## config.mk

```make
export PLATFORM = sky130hd
export DESIGN_NAME = gpu_ram_arbiter
export DESIGN_NICKNAME = d
export VERILOG_FILES = /design/src/rtl/gpu_ram_arbiter_pkg.sv /design/src/rtl/gpu_ram_port_hold.sv /design/src/rtl/gpu_ram_arbiter.sv
export SDC_FILE = /design/constraint.sdc
export NUM_CORES = 1
export LEC_CHECK = 0
export CORE_ASPECT_RATIO = 1.4
export CORE_MARGIN = 2
export CORE_UTILIZATION = 50
export CTS_CLUSTER_SIZE = 10
export DETAILED_ROUTE_END_ITERATION = 6
export PLACE_DENSITY = 0.8
export SYNTH_ARGS = -nofsm -noshare
export SYNTH_HDL_FRONTEND = slang
export SYNTH_HIERARCHICAL = 1
export SYNTH_SLANG_ARGS = --single-unit
```

## constraint.sdc

```tcl
create_clock -name GPU_CLK -period 2.47 [get_ports GPU_CLK]
set_input_delay 0.494 -clock GPU_CLK [delete_from_list [all_inputs] [get_ports GPU_CLK]]
set_output_delay 0.494 -clock GPU_CLK [all_outputs]
set_load 0.02 [all_outputs]
```

## src/rtl/gpu_ram_arbiter_pkg.sv

```systemverilog
// Shared definitions for the GPU RAM arbiter: op encodings, port IDs and the read-return tag.
package gpu_ram_arbiter_pkg;

    typedef enum logic [1:0] {
        OpNone = 2'd0,
        OpWr   = 2'd1,
        OpRd   = 2'd2
    } op_e;

    localparam logic PortA = 1'b0;
    localparam logic PortB = 1'b1;

    typedef struct packed {
        logic valid;
        logic port;
        logic oor;
    } tag_t;

endpackage

```

## src/rtl/gpu_ram_port_hold.sv

```systemverilog
// One-deep hold for a host port: captures a strobe, holds the op until granted, tracks dropped strobes.
module gpu_ram_port_hold
    import gpu_ram_arbiter_pkg::*;
#(
    parameter int unsigned ADDR_BITS = 20
) (
    input  logic                 GPU_CLK,
    input  logic                 reset,
    input  logic                 wr_ena,
    input  logic                 rd_req,
    input  logic [ADDR_BITS-1:0] addr,
    input  logic [7:0]           wdata,
    input  logic                 grant,
    output logic                 pend,
    output op_e                  op,
    output logic [ADDR_BITS-1:0] hold_addr,
    output logic [7:0]           hold_wdata,
    output logic                 err
);

    logic                 pend_q, pend_d;
    op_e                  op_q, op_d;
    logic [ADDR_BITS-1:0] addr_q, addr_d;
    logic [7:0]           wdata_q, wdata_d;
    logic                 err_q, err_d;

    always_comb begin
        pend_d  = pend_q;
        op_d    = op_q;
        addr_d  = addr_q;
        wdata_d = wdata_q;
        err_d   = err_q;
        if (grant) begin
            pend_d = 1'b0;
        end
        // A strobe is only accepted into an empty slot; grant and capture never coincide.
        if (wr_ena || rd_req) begin
            if (pend_q) begin
                err_d = 1'b1;
            end else begin
                pend_d  = 1'b1;
                op_d    = wr_ena ? OpWr : OpRd;
                addr_d  = addr;
                wdata_d = wdata;
                if (wr_ena && rd_req) begin
                    err_d = 1'b1;
                end
            end
        end
    end

    always_ff @(posedge GPU_CLK or posedge reset) begin
        if (reset) begin
            pend_q  <= 1'b0;
            op_q    <= OpNone;
            addr_q  <= '0;
            wdata_q <= '0;
            err_q   <= 1'b0;
        end else begin
            pend_q  <= pend_d;
            op_q    <= op_d;
            addr_q  <= addr_d;
            wdata_q <= wdata_d;
            err_q   <= err_d;
        end
    end

    assign pend       = pend_q;
    assign op         = op_q;
    assign hold_addr  = addr_q;
    assign hold_wdata = wdata_q;
    assign err        = err_q;

endmodule

```

## src/rtl/gpu_ram_arbiter.sv

```systemverilog
// Round-robin arbiter sharing the GPU RAM port between the Z80 bridge (A) and the blitter (B).
module gpu_ram_arbiter
    import gpu_ram_arbiter_pkg::*;
#(
    parameter int unsigned ADDR_BITS     = 20,
    parameter int unsigned MEM_SIZE_BITS = 15,
    parameter int unsigned READ_LATENCY  = 2
) (
    input  logic                 GPU_CLK,
    input  logic                 reset,
    input  logic                 a_wr_ena,
    input  logic                 a_rd_req,
    input  logic [ADDR_BITS-1:0] a_addr,
    input  logic [7:0]           a_wdata,
    output logic [7:0]           a_rData,
    output logic                 a_rd_rdy,
    output logic                 a_busy,
    output logic                 a_err,
    input  logic                 b_wr_ena,
    input  logic                 b_rd_req,
    input  logic [ADDR_BITS-1:0] b_addr,
    input  logic [7:0]           b_wdata,
    output logic [7:0]           b_rData,
    output logic                 b_rd_rdy,
    output logic                 b_busy,
    output logic                 b_err,
    output logic [ADDR_BITS-1:0] ram_addr,
    output logic [7:0]           ram_wdata,
    output logic                 ram_we,
    output logic                 ram_rd,
    input  logic [7:0]           ram_rdata
);

    logic                 a_pend, b_pend, grant_a, grant_b;
    op_e                  a_op, b_op, sel_op;
    logic [ADDR_BITS-1:0] a_haddr, b_haddr, sel_addr;
    logic [7:0]           a_hwdata, b_hwdata, sel_wdata;
    logic                 sel_port, oor;

    gpu_ram_port_hold #(.ADDR_BITS(ADDR_BITS)) u_hold_a (
        .GPU_CLK    (GPU_CLK),
        .reset      (reset),
        .wr_ena     (a_wr_ena),
        .rd_req     (a_rd_req),
        .addr       (a_addr),
        .wdata      (a_wdata),
        .grant      (grant_a),
        .pend       (a_pend),
        .op         (a_op),
        .hold_addr  (a_haddr),
        .hold_wdata (a_hwdata),
        .err        (a_err)
    );

    gpu_ram_port_hold #(.ADDR_BITS(ADDR_BITS)) u_hold_b (
        .GPU_CLK    (GPU_CLK),
        .reset      (reset),
        .wr_ena     (b_wr_ena),
        .rd_req     (b_rd_req),
        .addr       (b_addr),
        .wdata      (b_wdata),
        .grant      (grant_b),
        .pend       (b_pend),
        .op         (b_op),
        .hold_addr  (b_haddr),
        .hold_wdata (b_hwdata),
        .err        (b_err)
    );

    assign a_busy = a_pend;
    assign b_busy = b_pend;

    logic                 last_grant_q, last_grant_d;
    logic                 ram_we_q, ram_we_d, ram_rd_q, ram_rd_d;
    logic [ADDR_BITS-1:0] ram_addr_q, ram_addr_d;
    logic [7:0]           ram_wdata_q, ram_wdata_d;
    tag_t                 tag_q [0:READ_LATENCY];
    tag_t                 tag_d, ret_tag;
    logic [7:0]           a_rdata_q, a_rdata_d, b_rdata_q, b_rdata_d, ret_data;
    logic                 a_rdy_q, a_rdy_d, b_rdy_q, b_rdy_d;

    // On a tie the port that did not win last time goes first.
    assign grant_a   = a_pend && (!b_pend || (last_grant_q == PortB));
    assign grant_b   = b_pend && (!a_pend || (last_grant_q == PortA));
    assign sel_port  = grant_b ? PortB : PortA;
    assign sel_op    = grant_b ? b_op : a_op;
    assign sel_addr  = grant_b ? b_haddr : a_haddr;
    assign sel_wdata = grant_b ? b_hwdata : a_hwdata;
    assign oor       = |(sel_addr >> MEM_SIZE_BITS);

    assign ret_tag  = tag_q[READ_LATENCY];
    assign ret_data = ret_tag.oor ? 8'hFF : ram_rdata;

    always_comb begin
        last_grant_d = last_grant_q;
        ram_we_d     = 1'b0;
        ram_rd_d     = 1'b0;
        ram_addr_d   = ram_addr_q;
        ram_wdata_d  = ram_wdata_q;
        tag_d        = '0;
        if (grant_a || grant_b) begin
            last_grant_d = sel_port;
            ram_addr_d   = sel_addr;
            ram_wdata_d  = sel_wdata;
            if (sel_op == OpWr) begin
                ram_we_d = !oor;
            end else begin
                // Out-of-range reads still carry a tag so the requester gets 8'hFF in order.
                ram_rd_d = !oor;
                tag_d    = '{valid: 1'b1, port: sel_port, oor: oor};
            end
        end
        a_rdy_d   = ret_tag.valid && (ret_tag.port == PortA);
        b_rdy_d   = ret_tag.valid && (ret_tag.port == PortB);
        a_rdata_d = a_rdy_d ? ret_data : a_rdata_q;
        b_rdata_d = b_rdy_d ? ret_data : b_rdata_q;
    end

    always_ff @(posedge GPU_CLK or posedge reset) begin
        if (reset) begin
            last_grant_q <= PortB;
            ram_we_q     <= 1'b0;
            ram_rd_q     <= 1'b0;
            ram_addr_q   <= '0;
            ram_wdata_q  <= '0;
            a_rdata_q    <= '0;
            b_rdata_q    <= '0;
            a_rdy_q      <= 1'b0;
            b_rdy_q      <= 1'b0;
            for (int i = 0; i <= int'(READ_LATENCY); i++) begin
                tag_q[i] <= '0;
            end
        end else begin
            last_grant_q <= last_grant_d;
            ram_we_q     <= ram_we_d;
            ram_rd_q     <= ram_rd_d;
            ram_addr_q   <= ram_addr_d;
            ram_wdata_q  <= ram_wdata_d;
            a_rdata_q    <= a_rdata_d;
            b_rdata_q    <= b_rdata_d;
            a_rdy_q      <= a_rdy_d;
            b_rdy_q      <= b_rdy_d;
            tag_q[0]     <= tag_d;
            for (int i = 1; i <= int'(READ_LATENCY); i++) begin
                tag_q[i] <= tag_q[i-1];
            end
        end
    end

    assign ram_we    = ram_we_q;
    assign ram_rd    = ram_rd_q;
    assign ram_addr  = ram_addr_q;
    assign ram_wdata = ram_wdata_q;
    assign a_rData   = a_rdata_q;
    assign b_rData   = b_rdata_q;
    assign a_rd_rdy  = a_rdy_q;
    assign b_rd_rdy  = b_rdy_q;

endmodule
```

==> flow_summary_export.csv <==
group,metric,value,unit
floorplan,core,0.01029,sq mm
timing,period_share,86.94,%
timing,fmaxAchievable,0.4657,GHz
layout,final_nets,626,
timing,worst-slew-pin-transition,0.8443,ns
placed_design,portBuffers,121,
layout,diodes,0,
pwr,p_leak,0.003241,uW
pwr,power.density,1535,mW/mm^2
placed_design,dp_slack,0.5088,ns
pwr,netSwitchingFraction,35.22,%
detailed_routing,route.final.wire_length,13110,um
logic_synthesis,synth-async-reset-ratio,100.0,%
timing,rsz0062_at_grt,"false",
layout,final_common_cell,"clkdlybuf4s50_1",
clocking,max-clock-path-buffers,2,
floorplan,initial_core_util,50.98,%
clocking,clock_sinks,122,
clocking,clk_pin_slew,0.05,ns
floorplan,ios,122,
floorplan,die-area,0.01134,sq mm
worst_setup_path,crit_type,"register to output port",
grt,grt_first_pass_wirelength,21250,um
logic_synthesis,synth-edff-count,0,
timing,finalSetupViolations,0,
grt,antenna_found_initial,0,
pwr,finalPower,11060,uW
logic_synthesis,synth_seq_cells,122,
pwr,p_sw,3897,uW
worst_setup_path,cp.required,1.98,ns
job,drv_cap,0,
clocking,htreeDepth,4,
timing,hold_viol,0,
logic_synthesis,yosysWarnings,6,
detailed_routing,drtAntennaViolNets,0,
logic_synthesis,synthFlopType,"dfrtp_1",
timing,tns,0,ns
pwr,pwr-share-comb,41.7,%
logic_synthesis,synth_area_leaders,"dfrtp_1 (58%), mux2_4 (11%), mux2_2 (4.5%)",
clocking,root_buffer,"clkbuf_16",
placed_design,gp_congestion,0.7732,
worst_setup_path,r2r_cells,5,
logic_synthesis,postSynthCellCount,433,
timing,finalClockSkew,0.004816,ns
pwr,ir_worst_vdd,0.7266,mV
layout,layout_common_cells,"clkdlybuf4s50_1 (121), dfrtp_1 (120), nor2_1 (57)",
logic_synthesis,yosysTopAreaCellShare,57.69,%
grt,grt_pass1_vias,4152,
clocking,cts-buffers-inserted,17,
detailed_routing,drt_iter0_drc,265,
worst_setup_path,cp-end-kind,"output port",
timing,fin_ws,0.3225,ns
floorplan,die_w,90.59,um
layout,drive_above_1_share,19.86,%
outcome,status,"finished clean",
logic_synthesis,synth_fp_nets,503,
grt,grt_overflow,0,
detailed_routing,drc,0,
detailed_routing,drt-pass1-iter-count,5,
layout,nFillCells,721,
clocking,cts_resized,0,
detailed_routing,wire_per_inst,18.55,um
worst_setup_path,cp_max_fo,17,
worst_setup_path,critPathBufInv,1,
logic_synthesis,synth_top_area_cell,"dfrtp_1",
logic_synthesis,syn_area_per_cell,12.12,sq um
logic_synthesis,yosysSeqAreaShare,58.19,%
min_path,hp-class,"register to register",
grt,grt_max_degree,70,
floorplan,num_rows,44,
floorplan,die_h,125.2,um
timing,drv_slew,0,
worst_setup_path,crit_family,"buffers and inverters",
grt,grt_util_all_layers,24.51,%
logic_synthesis,syn_area,0.005249,sq mm
detailed_routing,vias,3885,
detailed_routing,viasPerCell,5.495,
min_path,min_path_cells,0,
clocking,cts_tree,"built",
logic_synthesis,synth.distinct_cells,33,
worst_setup_path,critPathArrivalTime,1.65,ns
pwr,seq_power_share,33.4,%
clocking,hold_buffers,0,
layout,syn_to_final_growth,37.33,%
worst_setup_path,crit_cells,1,
clocking,clock_latency,0.41,ns
worst_setup_path,path_cells,"clkdlybuf4s50_1",
placed_design,dp_hpwl,8620,um
pwr,internal-power,7168,uW
timing,slew_headroom,43.65,%
worst_setup_path,cp-start-kind,"register",
worst_setup_path,cpPeakStageDelay,0.67,ns
clocking,post_cts_buffers,0,
pwr,clockPowerShare,24.9,%
timing,layout_min_cycle_time,2.147,ns
worst_setup_path,cp_slowest_cell,"clkdlybuf4s50_1",
[per-layer routing]
metal | wire length [um] | track usage [%]
met5 | 0 | 0
met4 | 629 | 15.48
met3 | 717 | 5.602
met2 | 6762 | 41.57
met1 | 5003 | 27.79
[through the flow]
stage	utilization [%]	instances	instance area [sq um]	hold WS, ns
after detailed placement	63.59	675	6546	0.3364
after floorplan	-	433	5249	0.3312
after global routing	70.02	707	7208	0.3616
after CTS	70.02	707	7208	0.3492
after global placement	63.59	675	6546	0.3321
final	70.02	707	7208	0.3479
[kinds of logic (layout without fill, tap and decap cells)]
kind of cell	count (synthesis)	in the layout	synth area share, %
buffers and inverters	61	197	6.674
multiplexers	61	61	15.95
AND/OR/NAND/NOR	79	79	6.627
AO/OA/AOI/OAI	110	110	12.56
flip-flops	122	122	58.19
[synth_stat cells, types with 6 or more instances]
cell type and number:
a31oi_1 23, o22ai_1 28, nand2_1 9, dfrtp_1 121, a21oi_1 37, clkbuf_1 8
mux2_2 21, o21ai_0 10, mux2_4 40, inv_1 34, buf_2 9, buf_6 6
nor2_1 57
[flip-flops by register name (all words and copies together), names as in the netlist, 8 cells and up]
signal / flops
ram_addr: 20
u_hold_a/hold_addr: 20
u_hold_b/hold_addr: 20
a_rData: 8
b_rData: 8
ram_wdata: 8
u_hold_a/hold_wdata: 8
u_hold_b/hold_wdata: 8
[power groups by stage]
stage,Sequential [uW],Combinational (uW),Clock (uW)
floorplan,3970,2830,0
global placement,3650,4350,0
detailed placement,3690,4550,0
CTS,3700,4630,2790
global route,3830,4960,2880
finish,3700,4610,2750
[worst paths after layout]
kind	from	to	slack [ns]
setup / recovery	u_hold_b/pend	b_busy	0.32
hold / removal	tag_q[5]	ret_tag[2]	0.35
setup reg to reg	u_hold_b/pend	ram_addr[6]	0.57
hold reg to reg	tag_q[5]	ret_tag[2]	0.35
max in group asynchronous	reset	last_grant_q	1.34
min in group asynchronous	reset	a_rData[2]	0.48
[final cells by class]
cell class              count  area (sq um)  share of cell area (%)
flip-flops and latches    122          3055                   42.39
multi-input cells         250          1867                   25.90
repair buffers            131          1324                   18.36
clock buffers              21         470.5                   6.527
clock inverters            11         191.4                   2.656
well taps                 138         172.7                   2.395
inverters                  34         127.6                   1.771
Note: power is estimated with default switching activity, not from simulation.
